--- src/rtl/shift_sequencer.sv ---
// Multi-cycle 64-bit barrel-free shifter: one 1-bit or 8-bit step per clock,
// with a valid/ready command port, a held result port, flush and async reset.
module shift_sequencer #(
  parameter bit BYTE_STEP_EN = 1'b1
) (
  input  logic        clk,
  input  logic        areset_n,
  input  logic        flush,
  input  logic        cmd_valid,
  output logic        cmd_ready,
  input  logic [63:0] cmd_data,
  input  logic [5:0]  cmd_count,
  input  logic        cmd_dir,
  input  logic        cmd_arith,
  output logic        res_valid,
  input  logic        res_ready,
  output logic [63:0] res_data,
  output logic [6:0]  res_steps,
  output logic        busy
);

  typedef enum logic [1:0] {IDLE, SHIFT, DONE} state_t;

  state_t      state, state_next;
  logic [63:0] q, q_step;
  logic [5:0]  remaining, rem_step;
  logic [6:0]  steps;
  logic        dir, arith;
  logic        ready_q;
  logic [63:0] res_data_q;
  logic [6:0]  res_steps_q;
  logic        accept;
  logic        big_step;

  assign accept = cmd_valid & ready_q;

  always_comb begin
    big_step = BYTE_STEP_EN && (remaining >= 6'd8);
    if (big_step) begin
      rem_step = remaining - 6'd8;
      if (dir) q_step = {{8{arith & q[63]}}, q[63:8]};
      else     q_step = {q[55:0], 8'h00};
    end else begin
      rem_step = remaining - 6'd1;
      if (dir) q_step = {arith & q[63], q[63:1]};
      else     q_step = {q[62:0], 1'b0};
    end
  end

  always_comb begin
    state_next = state;
    case (state)
      IDLE:  if (accept) state_next = (cmd_count == 6'd0) ? DONE : SHIFT;
      SHIFT: begin
        if (flush)                 state_next = IDLE;
        else if (rem_step == 6'd0) state_next = DONE;
      end
      DONE:  if (flush || res_ready) state_next = IDLE;
      default: state_next = IDLE;
    endcase
  end

  // Result registers load only on entry to DONE, so they keep the last
  // completed result while idle, shifting, or after a flush.
  always_ff @(posedge clk or negedge areset_n) begin
    if (!areset_n) begin
      state       <= IDLE;
      ready_q     <= 1'b0;
      q           <= '0;
      remaining   <= '0;
      steps       <= '0;
      dir         <= 1'b0;
      arith       <= 1'b0;
      res_data_q  <= '0;
      res_steps_q <= '0;
    end else begin
      state   <= state_next;
      ready_q <= (state_next == IDLE);
      case (state)
        IDLE: begin
          if (accept) begin
            q         <= cmd_data;
            remaining <= cmd_count;
            steps     <= '0;
            dir       <= cmd_dir;
            arith     <= cmd_arith;
            if (cmd_count == 6'd0) begin
              res_data_q  <= cmd_data;
              res_steps_q <= '0;
            end
          end
        end
        SHIFT: begin
          if (!flush) begin
            q         <= q_step;
            remaining <= rem_step;
            steps     <= steps + 7'd1;
            if (rem_step == 6'd0) begin
              res_data_q  <= q_step;
              res_steps_q <= steps + 7'd1;
            end
          end
        end
        default: ;
      endcase
    end
  end

  assign cmd_ready = ready_q;
  assign res_valid = (state == DONE);
  assign busy      = (state != IDLE);
  assign res_data  = res_data_q;
  assign res_steps = res_steps_q;

endmodule

--- config.mk ---
export PLATFORM = sky130hd
export DESIGN_NAME = shift_sequencer
export DESIGN_NICKNAME = d
export VERILOG_FILES = /design/src/rtl/shift_sequencer.sv
export SDC_FILE = /design/constraint.sdc
export NUM_CORES = 1
export LEC_CHECK = 0
export CAP_MARGIN = 20
export CORE_ASPECT_RATIO = 1.4
export CORE_UTILIZATION = 35
export CTS_CLUSTER_SIZE = 30
export DETAILED_ROUTE_END_ITERATION = 10
export GPL_ROUTABILITY_DRIVEN = 0
export PLACE_DENSITY_LB_ADDON = 0.12
export SETUP_SLACK_MARGIN = 0.1
export SYNTH_ARGS = -nofsm -noshare
export SYNTH_HDL_FRONTEND = slang
export SYNTH_SLANG_ARGS = --single-unit
--- constraint.sdc ---
create_clock -name clk -period 4.48 [get_ports clk]
set_input_delay 0.448 -clock clk [delete_from_list [all_inputs] [get_ports clk]]
set_output_delay 0.448 -clock clk [all_outputs]
set_load 0.01 [all_outputs]
==> metrics.md, run 1 <==
| Metric | Value |
|---|---|
| Status | `finished clean` |
| Clock Root Buffer | `clkbuf_16` |
| Ys Warns | `0` |
| Slowest-stage cell, CP | `or3_2` |
| Reg2reg end | `res_data[31]` |
| Setup violations, final | `0` |
| Vias/cell | `5.40` |
| PostCTS Resize Cnt | `0` |
| Antenna viol nets, final | `0` |
| Syn Inst Count | `811` |
| Library cells used by synthesis | `46` |
| Clock Tree Buf Depth | `2` |
| Met3 Wirelength | `1280 um` |
| Top_reg_cell synth | `dfrtp_1` |
| Metal-1 WL | `10700 um` |
| Post-synth net total | `892` |
| Hold WC Path Type | `in -> async` |
| Sequential Power Share | `31.2%` |
| Ys async rst share | `100%` |
| Setup TNS | `0 ns` |
| Critical path class | `reg -> reg` |
| Final min period | `2.95 ns` |
| Int Pwr | `0.00493 W` |
| Skew final | `0.0104 ns` |
| CP bufs+invs | `1` |
| Most frequent cell after synthesis | `nand2_1` |
| Pwr/cell area | `818 nW/um^2` |
| Rel. slew slack | `26.8%` |
| HPWL Detailed | `17400 um` |
| Post-synthesis sequential area ratio | `47.8%` |
| Clock network power share | `16.2%` |
| Ant. Diodes | `0` |
| Core Region | `22500 sq um` |
| CP Max Fanout | `51` |
| CTS Buf Count | `17` |
| Synth area leader | `dfrtp_1` |
| Crit path max-delay family | `simple AND/OR/NAND/NOR gates` |
| Crit path cell chain | `or3_2 > a211oi_1 > a211oi_1 > nor3_4 > buf_12 > mux2_1` |
| CTS tree | `built` |
| Placement Cell Area | `9780 sq um` |
| Die area | `23500 sq um` |
| FF+latch count, synth | `153` |
| Crit path DAT | `3.27 ns` |
| Synthesis-to-finish area growth | `28.8%` |
| Switching pwr | `0.00351 W` |
| Most frequent cells after synthesis | `nand2_1 (162), dfrtp_1 (153), mux2_2 (99)` |
| Final Cycle Share | `65.9%` |
| Die Y | `181 um` |
| Flop2flop setup slack | `1.53 ns` |
| Met2 wirelength from detailed routing | `12100 um` |
| Slew Viols, Final | `0` |
| Postcts setup bufs | `0` |
| Leak Pwr | `4.23 nW` |
| Most used cell, CP | `a211oi_1` |
| DR WL/cell | `19.8 um` |
| Post-synth EDFFs | `0` |
| Peak Freq | `0.339 GHz` |
| PortBufs | `150` |
| GRT Total Usage | `22.0%` |
| Mapped Area | `8010 sq um` |
| Max rail drop VDD | `0.419 mV` |
| # rows | `65` |
| WP data required | `4.79 ns` |
| Synthesized area per cell | `9.88 sq um` |
| Pre-antenna DRT Iters | `7` |
| Max Cap Violations | `0` |
| Final hold vios | `0` |
| Clock sink count | `153` |
| Initial Utilization | `35.6%` |
| Layout cells sized above 1 | `19.9%` |
| Number of global-route vias before repair | `6773` |
| Ports | `151` |
| Worst slew pin tran | `1.09 ns` |
| Worst R2R Start | `remaining[5]` |
| CP Depth | `6` |
| Largest net degree at the start of global routing | `104` |
| CTS Hold Bufs | `0` |
| Final net count | `1017` |
| Power share of the combinational group | `52.6%` |
| Unrepaired setup endpoints after global routing | `false` |
| Global-route wire length before repair | `38700 um` |
| Gr ovfl total | `0` |
| Sw Share | `41.6%` |
| DR vias | `6749` |
| Top post-synthesis cells by area | `dfrtp_1 (48%), mux2_2 (14%), nand2_1 (7.6%), a31o_2 (4.4%), a31oi_1 (3.7%)` |
| Clock insertion delay at the later pin of the skew report | `0.44 ns` |
| Number of remaining DRC errors | `0` |
| Clk slew on worst S/H paths | `0.06 ns` |
| Crit end category | `flop` |
| Highest routing layer actually used | `met4` |
| Final WL | `24700 um` |
| CP Launch Type | `flop` |
| FF-to-FF path depth | `6` |
| Top cell type's share of synthesized area | `47.8%` |
| H-Tree Depth | `4` |
| Width of the die | `130 um` |
| Starting DRT DRC Count | `595` |
| Post-route cell area | `10300 sq um` |
| Initial antenna violation count | `0` |
| Critical Path Max Stage Delay | `0.87 ns` |
## through the flow
stage / hold slack [ns] / std cells / total power (W) / util (%) / worst slack (ns)
6_report: 0.101 / 1250 / 0.00845 / 45.8 / 1.53
5_1_grt: 0.205 / 1250 / 0.00902 / 45.8 / 1.36
4_1_cts: 0.173 / 1250 / 0.00849 / 45.8 / 1.52
3_5_place_dp: 0.476 / 1218 / 0.00709 / 43.4 / 1.51
3_3_place_gp: 0.471 / 1218 / 0.00707 / 43.4 / 1.54
2_1_floorplan: 0.152 / 811 / 0.00535 / - / 2.10
## layout make-up
class | count | area, sq um
clock inverters | 12 | 101
inverters | 23 | 86.3
fillers | 2205 | 12200
well taps | 301 | 377
flip-flops and latches | 153 | 3830
repair buffers | 161 | 1610
multi-input cells | 580 | 3870
clock buffers | 20 | 447
## power groups by stage
stage / Sequential [W] / Combinational (W) / Clock, W
detailed placement: 0.00265 / 0.00444 / 0
finish: 0.00264 / 0.00444 / 0.00137
global placement: 0.00266 / 0.00441 / 0
floorplan: 0.00262 / 0.00273 / 0
CTS: 0.00264 / 0.00446 / 0.00140
global route: 0.00274 / 0.00481 / 0.00146
## sequential cells by signal, indices dropped and copies added, names as in the netlist
register / flops
remaining: 6
arith: 1
steps: 7
dir: 1
cmd_ready: 1
res_steps: 7
q: 64
res_data: 64
state: 2
## worst reg2reg max path: cells and delay by family (launching register included)
kind / cells / cell delay [ns]
DFF: 1 / 0.47
AOI/OAI and AO/OA: 2 / 0.57
muxes: 1 / 0.41
and+or+nand+nor: 2 / 1.06
buffers and inverters: 1 / 0.31
## per-layer routing
| layer | vias to the layer above | global-route usage [%] |
|---|---|---|
| met2 | 248 | 36.1 |
| met1 | 3328 | 28.5 |
| met5 | - | 0 |
| li1 | 3138 | - |
| met3 | 35 | 3.94 |
| met4 | 0 | 8.42 |
## placed cells by master (no fill, tap or decap), types with 3 or more instances in the layout
cell	netlist	layout
a31o_2	40	40
nand2b_1	4	4
inv_1	22	22
nor2_1	59	57
o2bb2ai_1	7	7
dfrtp_1	153	153
nand3_1	20	20
mux2_1	20	20
clkinv_2	0	6
a31oi_1	48	48
ha_1	4	4
o31ai_1	5	5
mux2_2	99	99
o211ai_1	9	9
buf_4	1	9
a21o_1	3	3
o22ai_1	5	5
nand2_1	162	162
clkdlybuf4s50_1	0	149
xor2_1	5	5
a21oi_1	16	15
clkbuf_16	0	17
mux2i_1	10	10
o21ai_0	37	37
## worst max path at each step
stage                             from  slack [ns]            to
final                     remaining[5]        1.53  res_data[31]
after global routing      remaining[5]        1.36  res_data[33]
after CTS                 remaining[5]        1.52  res_data[24]
after detailed placement  cmd_count[2]        1.51  res_data[24]
after global placement    cmd_count[2]        1.54  res_data[28]
after floorplan           cmd_count[2]        2.10  res_data[58]
## kinds of logic (layout without fill, tap and decap cells)
group,after synthesis,in the layout,share of synthesized area (%)
buffers and inverters,78,216,4.31
flip-flops,153,153,47.8
AND/OR/NAND/NOR,261,261,13.5
AO/OA/AOI/OAI,179,179,15.1
multiplexers,129,129,18.0
adder cells (fa/ha/maj),4,4,0.625
XOR/XNOR,7,7,0.765
(Power assumes the default switching activity.)
==> run 2, diff against run 1 <==
==> constraint.sdc (replaced) <==
create_clock -name clk -period 2.9 [get_ports clk]
set_input_delay 0.29 -clock clk [delete_from_list [all_inputs] [get_ports clk]]
set_output_delay 0.29 -clock clk [all_outputs]
set_load 0.01 [all_outputs]
==> metrics.md, run 2 (same netlist as run 1, synthesis figures left out) <==
| Metric | Value |
|---|---|
| Worst slew pin tran | `0.665 ns (-0.430 ns)` |
| CTS tree | `built` |
| Most frequent cells in the layout | `nand2_1 (162), dfrtp_1 (153), clkdlybuf4s50_1 (149)` |
| Final Cycle Share | `89.5% (+24 points)` |
| Fillers | `2175 (-1.4%)` |
| Final min period | `2.60 ns (-0.357 ns)` |
| Final hold vios | `0 (unchanged)` |
| Clock insertion delay at the later pin of the skew report | `0.43 ns (about the same)` |
| Reg2reg end | `res_data[13]` |
| Synthesis-to-finish area growth | `30.8%` |
| Clock Root Buffer | `clkbuf_16` |
| Skew final | `0.00823 ns (-0.00220 ns)` |
| Final WL | `24600 um (-0.54%)` |
| Leak Pwr | `4.31 nW (+1.7%)` |
| Global-route wire length before repair | `38200 um (-1.2%)` |
| Peak Freq | `0.385 GHz (+14%)` |
| Postcts setup bufs | `0 (unchanged)` |
| Clk slew on worst S/H paths | `0.07 ns (about the same)` |
| HPWL Detailed | `17400 um (about the same)` |
| Number of remaining DRC errors | `0 (unchanged)` |
| Critical path class | `reg -> reg` |
| GRT Total Usage | `21.7% (-0.31 points)` |
| Commonest non-fill, non-tap cell in the layout | `nand2_1` |
| DR vias | `6651 (-1.5%)` |
| Worst Setup Slack, final | `0.303 ns (-1.22 ns)` |
| Setup TNS | `0 ns (unchanged)` |
| Antenna viol nets, final | `0 (unchanged)` |
| Max rail drop VDD | `0.668 mV (+59%)` |
| Initial Utilization | `35.6% (unchanged)` |
| Hold WC Path Type | `in -> async` |
| Unrepaired setup endpoints after global routing | `false` |
| Final hold slack | `0.428 ns (+0.327 ns)` |
| Final net count | `1025 (+0.79%)` |
| Die area | `23500 sq um (unchanged)` |
| Worst R2R Start | `remaining[4]` |
| Crit path DAT | `2.92 ns (-0.35 ns)` |
| Max Cap Violations | `0 (unchanged)` |
| Status | `finished clean` |
| PortBufs | `150 (unchanged)` |
| Flop2flop setup slack | `0.30 ns (-1.22 ns)` |
| Clock Tree Buf Depth | `2 (unchanged)` |
| CP Max Fanout | `41 (-20%)` |
| # rows | `65 (unchanged)` |
| Pre-antenna DRT Iters | `5 (-2)` |
| Width of the die | `130 um (unchanged)` |
| Die Y | `181 um (unchanged)` |
| Final core area utilization | `46.5% (+0.71 points)` |
| Rel. slew slack | `55.7% (+29 points)` |
| Vias/cell | `5.29 (-2.1%)` |
| Clock sink count | `153 (unchanged)` |
| Ant. Diodes | `0 (unchanged)` |
| DR WL/cell | `19.5 um (-1.2%)` |
| Pwr/cell area | `1270 nW/um^2 (+55%)` |
| Slew Viols, Final | `0 (unchanged)` |
| CTS Buf Count | `17 (unchanged)` |
| Setup WS pre-CTS | `0.0829 ns (-1.42 ns)` |
| Gr ovfl total | `0 (unchanged)` |
| Largest net degree at the start of global routing | `74 (-29%)` |
| Starting DRT DRC Count | `490 (-18%)` |
| Number of global-route vias before repair | `6768 (-0.074%)` |
| Crit end category | `flop` |
| H-Tree Depth | `4 (unchanged)` |
| CP Launch Type | `flop` |
| Core Region | `22500 sq um (unchanged)` |
| Initial antenna violation count | `0 (unchanged)` |
| Setup violations, final | `0 (unchanged)` |
| WP data required | `3.22 ns (-1.57 ns)` |
| Layout cells sized above 1 | `20.7% (+0.77 points)` |
| Ports | `151 (unchanged)` |
| FF-to-FF path depth | `8 (+2)` |
==> run 2: worst max-delay path by stage <==
stage | startpoint | end | slack [ns] | cells after the start
floorplan | remaining[3] | res_data[58] | 0.57 | 8
global placement | cmd_count[2] | res_data[28] | 0.07 | 7
detailed placement | cmd_count[2] | res_data[13] | 0.08 | 7
CTS | remaining[4] | res_data[13] | 0.30 | 8
global route | remaining[4] | res_data[13] | 0.14 | 8
finish | remaining[4] | res_data[13] | 0.30 | 8
==> run 2: where the power goes <==
part,leakage [nW],internal [W],switching (W)
Combinational,2.20,0.00332,0.00368
Clock,0.283,0.00122,0.00102
Sequential,1.82,0.00322,0.000835
Total,4.31,0.00776,0.00554
==> run 2: critical path, stage by stage, from the launching register on <==
cell      delay, ns
dfrtp_1        0.48
inv_1          0.11
ha_1           0.25
or2_2          0.29
o21ai_0        0.25
a211oi_1       0.19
nor3_4         0.25
buf_12         0.28
mux2_2         0.37
==> run 2: area by class of cell <==
class	count	area, sq um	share of cell area (%)
Tap cell	301	377	3.59
Timing Repair Buffer	169	1740	16.6
Clock buffer	17	425	4.06
Multi-Input combinational cell	580	3870	37.0
Inverter	23	86.3	0.823
Clock inverter	15	156	1.49
Sequential cell	153	3830	36.5
==> run 2: metrics by stage <==
step           power [W]  instance area (sq um)  std cells
5_1_grt           0.0142                  10500       1258
2_1_floorplan    0.00827                   8010        811
3_5_place_dp      0.0111                   9890       1225
4_1_cts           0.0134                  10500       1258
6_report          0.0133                  10500       1258
3_3_place_gp      0.0110                   9890       1225
==> run 2: what timing repair did <==
action | in CTS | in global routing
gates resized for setup | 0 | 0
hold endpoints to repair | 65 | 0
hold buffers | 1 | 0
==> run 2: metal layers <==
metal / global-route usage (%) / vias to the layer above / part of all wire, %
li1: - / 3155 / -
met1: 28.7 / 3228 / 45
met2: 35.3 / 233 / 49
met3: 3.52 / 35 / 4.5
met4: 8.14 / 0 / 2.3
met5: 0 / - / 0
